### src/rtl/ram_port_arbiter_pkg.sv
// ram_port_arbiter_pkg: shared widths, FSM/grant encodings and the bank-boundary pre-fault test
package ram_port_arbiter_pkg;
  localparam int ADDR_W     = 11;
  localparam int DATA_W     = 32;
  localparam int NBANK      = 8;
  localparam int LAST_SAFE  = 252;
  localparam int BANK_OFS_W = 8;
  typedef enum logic {IDLE = 1'b0, BUSY = 1'b1} state_e;
  typedef enum logic {GNT_IF = 1'b0, GNT_D = 1'b1} gnt_e;
  function automatic logic pre_fault(input logic [ADDR_W-1:0] a);
    return a[BANK_OFS_W-1:0] > BANK_OFS_W'(LAST_SAFE);
  endfunction
endpackage

### src/rtl/ram_port_arbiter_if.sv
// ram_port_arbiter_if: fetch and data requester handshakes toward the RAM port arbiter
interface ram_port_arbiter_if;
  import ram_port_arbiter_pkg::*;
  logic              if_req;
  logic [ADDR_W-1:0] if_addr;
  logic              if_ack;
  logic [DATA_W-1:0] if_rdata;
  logic              if_err;
  logic              d_req;
  logic              d_we;
  logic [ADDR_W-1:0] d_addr;
  logic [DATA_W-1:0] d_wdata;
  logic              d_ack;
  logic [DATA_W-1:0] d_rdata;
  logic              d_err;
  modport master (
    output if_req, if_addr, d_req, d_we, d_addr, d_wdata,
    input  if_ack, if_rdata, if_err, d_ack, d_rdata, d_err
  );
  modport slave (
    input  if_req, if_addr, d_req, d_we, d_addr, d_wdata,
    output if_ack, if_rdata, if_err, d_ack, d_rdata, d_err
  );
endinterface

### src/rtl/ram_port_arbiter_rr_arb2.sv
// rr_arb2: two-way round-robin picker; req[0]=fetch, req[1]=data, one-hot gnt
module rr_arb2
  import ram_port_arbiter_pkg::*;
(
  input  logic       clk,
  input  logic       rst,
  input  logic       en,
  input  logic [1:0] req,
  output logic [1:0] gnt
);
  gnt_e last_gnt_q, last_gnt_d;
  // on a conflict favour whoever was not served last; remember a grant only when it is taken
  always_comb begin
    gnt        = (req == 2'b11) ? ((last_gnt_q == GNT_D) ? 2'b01 : 2'b10) : req;
    last_gnt_d = (en && |req) ? (gnt[1] ? GNT_D : GNT_IF) : last_gnt_q;
  end
  // reset to data-last so fetch wins the first conflict
  always_ff @(posedge clk)
    last_gnt_q <= rst ? GNT_D : last_gnt_d;
endmodule

### src/rtl/ram_port_arbiter.sv
// ram_port_arbiter: serialises fetch reads and data loads/stores onto the shared banked RAM port
module ram_port_arbiter
  import ram_port_arbiter_pkg::*;
(
  input  logic                  clk,
  input  logic                  rst,
  ram_port_arbiter_if.slave     bus,
  output logic [ADDR_W-1:0]     ram_addr,
  output logic [DATA_W-1:0]     ram_din,
  output logic                  ram_we,
  input  logic [DATA_W-1:0]     ram_dout,
  input  logic [NBANK-1:0]      ram_seg_faults
);
  state_e            state_q, state_d;
  gnt_e              gnt_id_q, gnt_id_d;
  logic [ADDR_W-1:0] addr_q, addr_d;
  logic              we_q, we_d, pf_q, pf_d;
  logic              idle, busy, issue, g_d, iss_pf, err;
  logic [1:0]        gnt;
  logic [ADDR_W-1:0] iss_addr;
  logic [DATA_W-1:0] rd;
  assign idle  = !rst && state_q == IDLE;
  assign busy  = !rst && state_q == BUSY;
  assign issue = idle && |gnt;
  assign g_d   = gnt[1];
  rr_arb2 u_arb (
    .clk (clk),
    .rst (rst),
    .en  (idle),
    .req ({bus.d_req, bus.if_req}),
    .gnt (gnt)
  );
  // drive the RAM port and the requester responses; everything is forced to 0 while rst is high
  always_comb begin
    iss_addr     = g_d ? bus.d_addr : bus.if_addr;
    iss_pf       = pre_fault(iss_addr);
    ram_addr     = busy ? addr_q : issue ? iss_addr : '0;
    ram_din      = (idle && g_d) ? bus.d_wdata : '0;
    ram_we       = idle && g_d && bus.d_we && !iss_pf;
    rd           = (we_q || pf_q) ? '0 : ram_dout;
    err          = pf_q || (we_q && ram_seg_faults[addr_q[ADDR_W-1:BANK_OFS_W]]);
    bus.if_ack   = busy && gnt_id_q == GNT_IF;
    bus.d_ack    = busy && gnt_id_q == GNT_D;
    bus.if_rdata = bus.if_ack ? rd : '0;
    bus.d_rdata  = bus.d_ack ? rd : '0;
    bus.if_err   = bus.if_ack && err;
    bus.d_err    = bus.d_ack && err;
  end
  // latch the granted access on issue; BUSY always falls back to IDLE
  always_comb begin
    state_d  = issue ? BUSY : IDLE;
    gnt_id_d = issue ? (g_d ? GNT_D : GNT_IF) : gnt_id_q;
    addr_d   = issue ? iss_addr : addr_q;
    we_d     = issue ? (g_d && bus.d_we) : we_q;
    pf_d     = issue ? iss_pf : pf_q;
  end
  // FSM and transaction registers; reset aborts any access in flight without an ack
  always_ff @(posedge clk)
    if (rst) begin
      state_q  <= IDLE;
      gnt_id_q <= GNT_IF;
      addr_q   <= '0;
      we_q     <= 1'b0;
      pf_q     <= 1'b0;
    end else begin
      state_q  <= state_d;
      gnt_id_q <= gnt_id_d;
      addr_q   <= addr_d;
      we_q     <= we_d;
      pf_q     <= pf_d;
    end
endmodule

### src/flat_wrapper.sv
// flat-port wrapper written by rule: the top's interface ports become plain ports
module ram_port_arbiter_flat import ram_port_arbiter_pkg::*;
  (clk, rst, ram_addr, ram_din, ram_we, ram_dout, ram_seg_faults, bus_if_req, bus_if_addr, bus_d_req, bus_d_we, bus_d_addr, bus_d_wdata, bus_if_ack, bus_if_rdata, bus_if_err, bus_d_ack, bus_d_rdata, bus_d_err);
  ram_port_arbiter_if bus_i ();
  input  logic clk;
  input  logic rst;
  output logic [ADDR_W-1:0] ram_addr;
  output logic [DATA_W-1:0] ram_din;
  output logic ram_we;
  input  logic [DATA_W-1:0] ram_dout;
  input  logic [NBANK-1:0] ram_seg_faults;
  input wire logic [$bits(bus_i.if_req)-1:0] bus_if_req;
  input wire logic [$bits(bus_i.if_addr)-1:0] bus_if_addr;
  input wire logic [$bits(bus_i.d_req)-1:0] bus_d_req;
  input wire logic [$bits(bus_i.d_we)-1:0] bus_d_we;
  input wire logic [$bits(bus_i.d_addr)-1:0] bus_d_addr;
  input wire logic [$bits(bus_i.d_wdata)-1:0] bus_d_wdata;
  output wire logic [$bits(bus_i.if_ack)-1:0] bus_if_ack;
  output wire logic [$bits(bus_i.if_rdata)-1:0] bus_if_rdata;
  output wire logic [$bits(bus_i.if_err)-1:0] bus_if_err;
  output wire logic [$bits(bus_i.d_ack)-1:0] bus_d_ack;
  output wire logic [$bits(bus_i.d_rdata)-1:0] bus_d_rdata;
  output wire logic [$bits(bus_i.d_err)-1:0] bus_d_err;
  assign bus_i.if_req = bus_if_req;
  assign bus_i.if_addr = bus_if_addr;
  assign bus_i.d_req = bus_d_req;
  assign bus_i.d_we = bus_d_we;
  assign bus_i.d_addr = bus_d_addr;
  assign bus_i.d_wdata = bus_d_wdata;
  assign bus_if_ack = bus_i.if_ack;
  assign bus_if_rdata = bus_i.if_rdata;
  assign bus_if_err = bus_i.if_err;
  assign bus_d_ack = bus_i.d_ack;
  assign bus_d_rdata = bus_i.d_rdata;
  assign bus_d_err = bus_i.d_err;
  ram_port_arbiter u_core (.clk(clk), .rst(rst), .bus(bus_i), .ram_addr(ram_addr), .ram_din(ram_din), .ram_we(ram_we), .ram_dout(ram_dout), .ram_seg_faults(ram_seg_faults));
endmodule
### config.mk
export PLATFORM = sky130hd
export DESIGN_NAME = ram_port_arbiter_flat
export DESIGN_NICKNAME = d
export VERILOG_FILES = /design/src/rtl/ram_port_arbiter_pkg.sv /design/src/rtl/ram_port_arbiter_if.sv /design/src/rtl/ram_port_arbiter_rr_arb2.sv /design/src/rtl/ram_port_arbiter.sv /design/src/flat_wrapper.sv
export SDC_FILE = /design/constraint.sdc
export NUM_CORES = 1
export LEC_CHECK = 0
export BUFFER_PORTS_ARGS = -buffer_cell sky130_fd_sc_hd__buf_2
export CORE_AREA = 2 2 82 84
export CTS_CLUSTER_DIAMETER = 60
export DETAILED_ROUTE_END_ITERATION = 7
export DIE_AREA = 0 0 84 86
export GPL_ROUTABILITY_DRIVEN = 0
export PLACE_DENSITY = 0.7
export SYNTH_ARGS = -nofsm -noshare
export SYNTH_HDL_FRONTEND = slang
export SYNTH_SLANG_ARGS = --single-unit
### constraint.sdc
create_clock -name clk -period 1.3 [get_ports clk]
set_input_delay 0.13 -clock clk [delete_from_list [all_inputs] [get_ports clk]]
set_output_delay 0.13 -clock clk [all_outputs]
set_load 0.02 [all_outputs]
# Yosys cells after proc, flatten, opt, wreduce, memory -nomap -nowiden
# Cells that the tools add are included.
[classes]
add_sub_neg = 0
n_mux = 13
n_mul = 0
n_bitwise = 2
reduce_logical = 19
shift = 0
eq_ne = 1
n_div = 0
order_cmp = 2
[op_table]
columns = ["operator", "count"]
rows = [
  ["32-bit 2-to-1 mux", 4],
  ["11-bit 2-to-1 mux", 3],
  ["1-bit logical AND", 13],
  ["8-bit greater-than comparator, second input constant", 1],
  ["3-bit by 4-bit < comparator with 1-bit output, second input constant", 1],
  ["2-bit 2-to-1 mux", 2],
  ["2-bit OR reduction", 2],
  ["1-bit binary-select mux with 3-bit select", 1],
  ["1-bit 2-to-1 mux", 3],
  ["2-bit == test, second input constant", 1],
  ["1-bit zero test", 2],
  ["1-bit logical OR", 2],
  ["1-bit NOT", 2],
]
[totals]
wordCells = 43
mem_bits_ro = 0
in_bits = 99
out_inout_bits = 112
latchBits = 0
memories = 0
mem_bits_rw = 0
reg_bits = 16

# Longest topological paths before layout
[logic_depth]
ltp_word = 6
ltp_mapped = 6
depth_no_buf = 4

# By module
# A second synthesis with hierarchy kept.
[hier_totals]
hier_cells = 240
area_unflattened_um2 = 1747.9
[by_module_without_submodules]
columns = ["module", "area_each_um2", "n_inst", "seq_area_each_um2", "cells_each"]
rows = [
  ["ram_port_arbiter", 1686.6, 1, 300.3, 233],
  ["rr_arb2", 61.3, 1, 20.0, 7],
]

# Worst setup path before layout
# Ideal clock, no wire load.
[synth_timing]
path_kind = "register to output"
start = "reg u_core.addr_q[8]"
end = "out bus_d_err"
t_arrival_ns = 1.218
required_ns = 1.170
n_path_buf = 0
path_stages_with_launch = 4
slack_ns = -0.048
path_cell_list = "dfxtp_1 -> mux4_2 -> o22ai_1 -> nor3_1"
[synth_via]
elab_chain_cells = 5
[synth_rtl]
columns = ["item", "line_no", "source"]
rows = [
  ["start: declaration", "ram_port_arbiter.sv:16", "logic [ADDR_W-1:0] addr_q, addr_d;"],
  ["start signal: assignment", "ram_port_arbiter.sv:68", "addr_q <= addr_d;"],
  ["1-bit binary-select mux with 3-bit select", "ram_port_arbiter.sv:41", "err = pf_q || (we_q && ram_seg_faults[addr_q[ADDR_W-1:BANK_OFS_W]]);"],
  ["1-bit 2-to-1 mux (not written as such)", "ram_port_arbiter.sv:41", ""],
  ["1-bit logical AND", "ram_port_arbiter.sv:41", ""],
  ["1-bit logical OR", "ram_port_arbiter.sv:41", ""],
  ["1-bit logical AND", "ram_port_arbiter.sv:47", "bus.d_err = bus.d_ack && err;"],
  ["end: declaration", "flat_wrapper.sv:23", "output wire logic [$bits(bus_i.d_err)-1:0] bus_d_err;"],
]
# Every way passes these cells. The select of a mux whose other input is x is not followed.

# Worst setup path in the final report
[layout_timing]
start = "reg u_core.addr_q[8]"
end = "out bus_if_err"
[layout_via]
elab_chain_cells = 5
[layout_rtl]
columns = ["item", "line_no", "source"]
rows = [
  ["1-bit binary-select mux with 3-bit select", "ram_port_arbiter.sv:41", ""],
  ["1-bit 2-to-1 mux (not written as such)", "ram_port_arbiter.sv:41", ""],
  ["1-bit logical AND", "ram_port_arbiter.sv:41", ""],
  ["1-bit logical OR", "ram_port_arbiter.sv:41", ""],
  ["1-bit logical AND", "ram_port_arbiter.sv:46", "bus.if_err = bus.if_ack && err;"],
  ["end: declaration", "flat_wrapper.sv:20", "output wire logic [$bits(bus_i.if_err)-1:0] bus_if_err;"],
]
# Every way passes these cells. The select of a mux whose other input is x is not followed.

==> results.json <==
{
  "status": "complete, but fails checks",
  "violations": "negative setup slack",
  "fin_tns_setup_ps": -28120,
  "wl_per_cell_um": 19.0,
  "period_needed_ps": 1630,
  "slew_viol_final": 0,
  "clkLatencyLatePin_ps": 250,
  "relSlewSlack_pct": 82.9,
  "cts.clk_slew.worst_paths_ps": 70,
  "r2r-start": "u_core.u_arb.last_gnt_q$_SDFFE_PP1P_",
  "ir_drop_v": 0.000462,
  "cp-end-kind": "primary output",
  "maxCapViolations": 0,
  "drtIter0Drc": 118,
  "core_area_um2": 6280,
  "cts-root-buf": "clkbuf_8",
  "hold_ws_ps": 184,
  "critPathKind": "register to primary output",
  "fin_nets": 562,
  "setup_ws_ps": -330,
  "synthesis.nets": 331,
  "grt_max_degree": 65,
  "ant_nets": 0,
  "finalSetupViolCount": 116,
  "fin_crit_sh_pct": 125,
  "die_h_um": 86,
  "power.total_w": 0.00226,
  "grtUsageTotal_pct": 22.0,
  "dpl.hpwl_mm": 5.76,
  "critical-path-top-delay-family": "multiplexers",
  "min-delay-start": "bus_d_we",
  "layout.cell_area.non_filler_um2": 4480,
  "clock_path_buffers": 2,
  "port_buffers": 210,
  "drt-vias-per-instance": 5.33,
  "grt-ovfl-total": 0,
  "grt_pass1_vias": 2651,
  "skew_ps": 4.78,
  "ioPinCount": 211,
  "p_leak_nw": 2.19,
  "initial_core_util_pct": 28.0,
  "max_stage_delay_ps": 500,
  "numCtsBuffers": 3,
  "path_cells": "mux4_2 > o22ai_2 > nor3_1 > buf_2",
  "required_ps": 1170,
  "ys.flop_type": "dfxtp_1",
  "yosysWarnings": 0,
  "drc": 0,
  "cts_max_level": 1,
  "wirelength_mm": 10.3,
  "r2r_slack_ps": -80,
  "synth_edf_count": 0,
  "num_rows": 29,
  "hold_buffers": 0,
  "die_area_um2": 7220,
  "cp_slowest_cell": "mux4_2",
  "syn_inst": 232,
  "drive_gt1_share_pct": 80.5,
  "grt_pass1_wl_mm": 13.2,
  "synth-async-reset-ratio_pct": 0,
  "rsz0062_at_grt": "yes",
  "synth.avg_cell_area_um2": 7.57,
  "clock.fmax_mhz": 614,
  "yosysSeqAreaShare_pct": 18.2,
  "firstDrtPassIters": 4,
  "arrival_ps": 1500,
  "area_growth_pct": 155,
  "final_util_pct": 71.4,
  "cts_tree": "yes",
  "crit-reg2reg-capture": "u_core.addr_q[10]$_SDFFE_PP0P_",
  "die_w_um": 84,
  "ys_ff_latch": 16,
  "ys_types": 40,
  "worstMarginPinSlew_ps": 257,
  "whs_path_depth": 3,
  "hold_class": "primary input to register",
  "place_area_um2": 2980,
  "path_buf_inv": 1,
  "startpoint_type": "register",
  "hold_viol": 0,
  "num_vias": 2885,
  "power_density_nw_per_um2": 504,
  "hold_end": "u_core.we_q$_SDFFE_PP0P_",
  "grt_antenna_before_repair": 3,
  "rr_worst_depth": 6,
  "clock_sinks": 16,
  "synthesis.area_um2": 1760,
  "cp_max_fo": 2
}
registers in the layout (all words and copies together) (netlist names):
signal	flops
u_core.we_q	1
u_core.u_arb.last_gnt_q	1
u_core.gnt_id_q	1
u_core.state_q	1
u_core.pf_q	1
u_core.addr_q	11
cell usage after synthesis, types with 2 or more instances:
library cell  count  area [um^2]
mux2i_1          13          130
nand2b_1          2         12.5
nand2_1          12         45.0
inv_2             3         11.3
a211oi_1          8         60.1
clkbuf_1         14         52.6
dfxtp_1          16          320
nor3_1            3         15.0
and4_1            2         17.5
buf_6             5         56.3
a211oi_2          3         37.5
buf_4             7         52.6
and3_1           96          601
a21oi_2           3         26.3
a21oi_1          10         50.1
o21ai_0          11         55.1
cell usage in the layout (no fill, tap or decap), types with 2 or more instances in the layout:
cell / netlist / layout
mux2i_2: 0 / 6
o21ai_1: 0 / 5
nand2_1: 12 / 11
and3_1: 96 / 26
a21oi_2: 3 / 5
a211oi_1: 8 / 8
mux2i_1: 13 / 4
buf_6: 5 / 98
buf_8: 1 / 4
clkbuf_8: 0 / 4
nor3_1: 3 / 2
dfxtp_2: 0 / 4
buf_12: 0 / 8
o21ai_2: 0 / 6
and4_1: 2 / 2
mux2i_4: 0 / 3
diode_2: 0 / 2
a21oi_1: 10 / 8
buf_4: 7 / 38
a211oi_2: 3 / 3
clkbuf_16: 0 / 5
buf_2: 0 / 101
dfxtp_1: 16 / 12
and3_4: 0 / 70
worst register-to-register path: stages, from the launching register on:
cell and delay [ps]:
dfxtp_2 330, a21boi_4 170, buf_6 190, mux2i_4 280, buf_4 140, buf_4 90
a211oi_1 50
routing by layer:
metal / track usage, % / wire (um) / up-vias
li1: - / - / 1338
met1: 25.6 / 3950 / 1356
met2: 41.2 / 5300 / 170
met3: 5.39 / 821 / 19
met4: 4.25 / 217 / 2
met5: 0 / 13 / -
per-stage QoR:
stage | worst slack, ps | std cells
after CTS | -278 | 532
after global routing | -441 | 539
after detailed placement | -72.2 | 514
after global placement | -77.6 | 514
final | -330 | 541
after floorplan | -48.1 | 232
cell families after synthesis:
| family | share of synthesized area [%] |
|---|---|
| compound gates | 18.0 |
| buf+inv | 11.2 |
| flops | 18.2 |
| mux | 8.70 |
| simple gates | 43.9 |
report_power, final:
part	internal (W)	switching [W]	leakage [nW]	total (W)
logic	0.000655	0.000599	2.03	0.00125
clock network	0.000269	0.000178	0.0288	0.000447
registers	0.000530	0.0000304	0.133	0.000561
what timing repair did:
action	in CTS	in global routing
pin swaps	11	57
gates cloned	2	7
setup endpoints to repair	123	126
gates resized for setup	223	106
setup buffers	13	3
area by class of cell:
type | instances | area (um^2)
repair buffers | 254 | 2240
fillers | 407 | 1790
multi-input cells | 184 | 1730
flip-flops and latches | 16 | 325
well taps | 77 | 96.3
clock buffers | 4 | 55.1
inverters | 4 | 30.0
diodes | 2 | 5.00
worst max path at each step:
stage / startpoint / end / cells after the start / slack, ps
global route: u_core.addr_q[8]$_SDFFE_PP0P_ / bus_if_err / 5 / -440
floorplan: u_core.addr_q[8]$_SDFFE_PP0P_ / bus_d_err / 3 / -50
detailed placement: u_core.addr_q[8]$_SDFFE_PP0P_ / bus_d_err / 4 / -70
CTS: u_core.addr_q[8]$_SDFFE_PP0P_ / bus_d_err / 5 / -280
global placement: u_core.addr_q[8]$_SDFFE_PP0P_ / bus_d_err / 4 / -80
finish: u_core.addr_q[8]$_SDFFE_PP0P_ / bus_if_err / 4 / -330
Note: power is estimated with default switching activity, not from simulation.
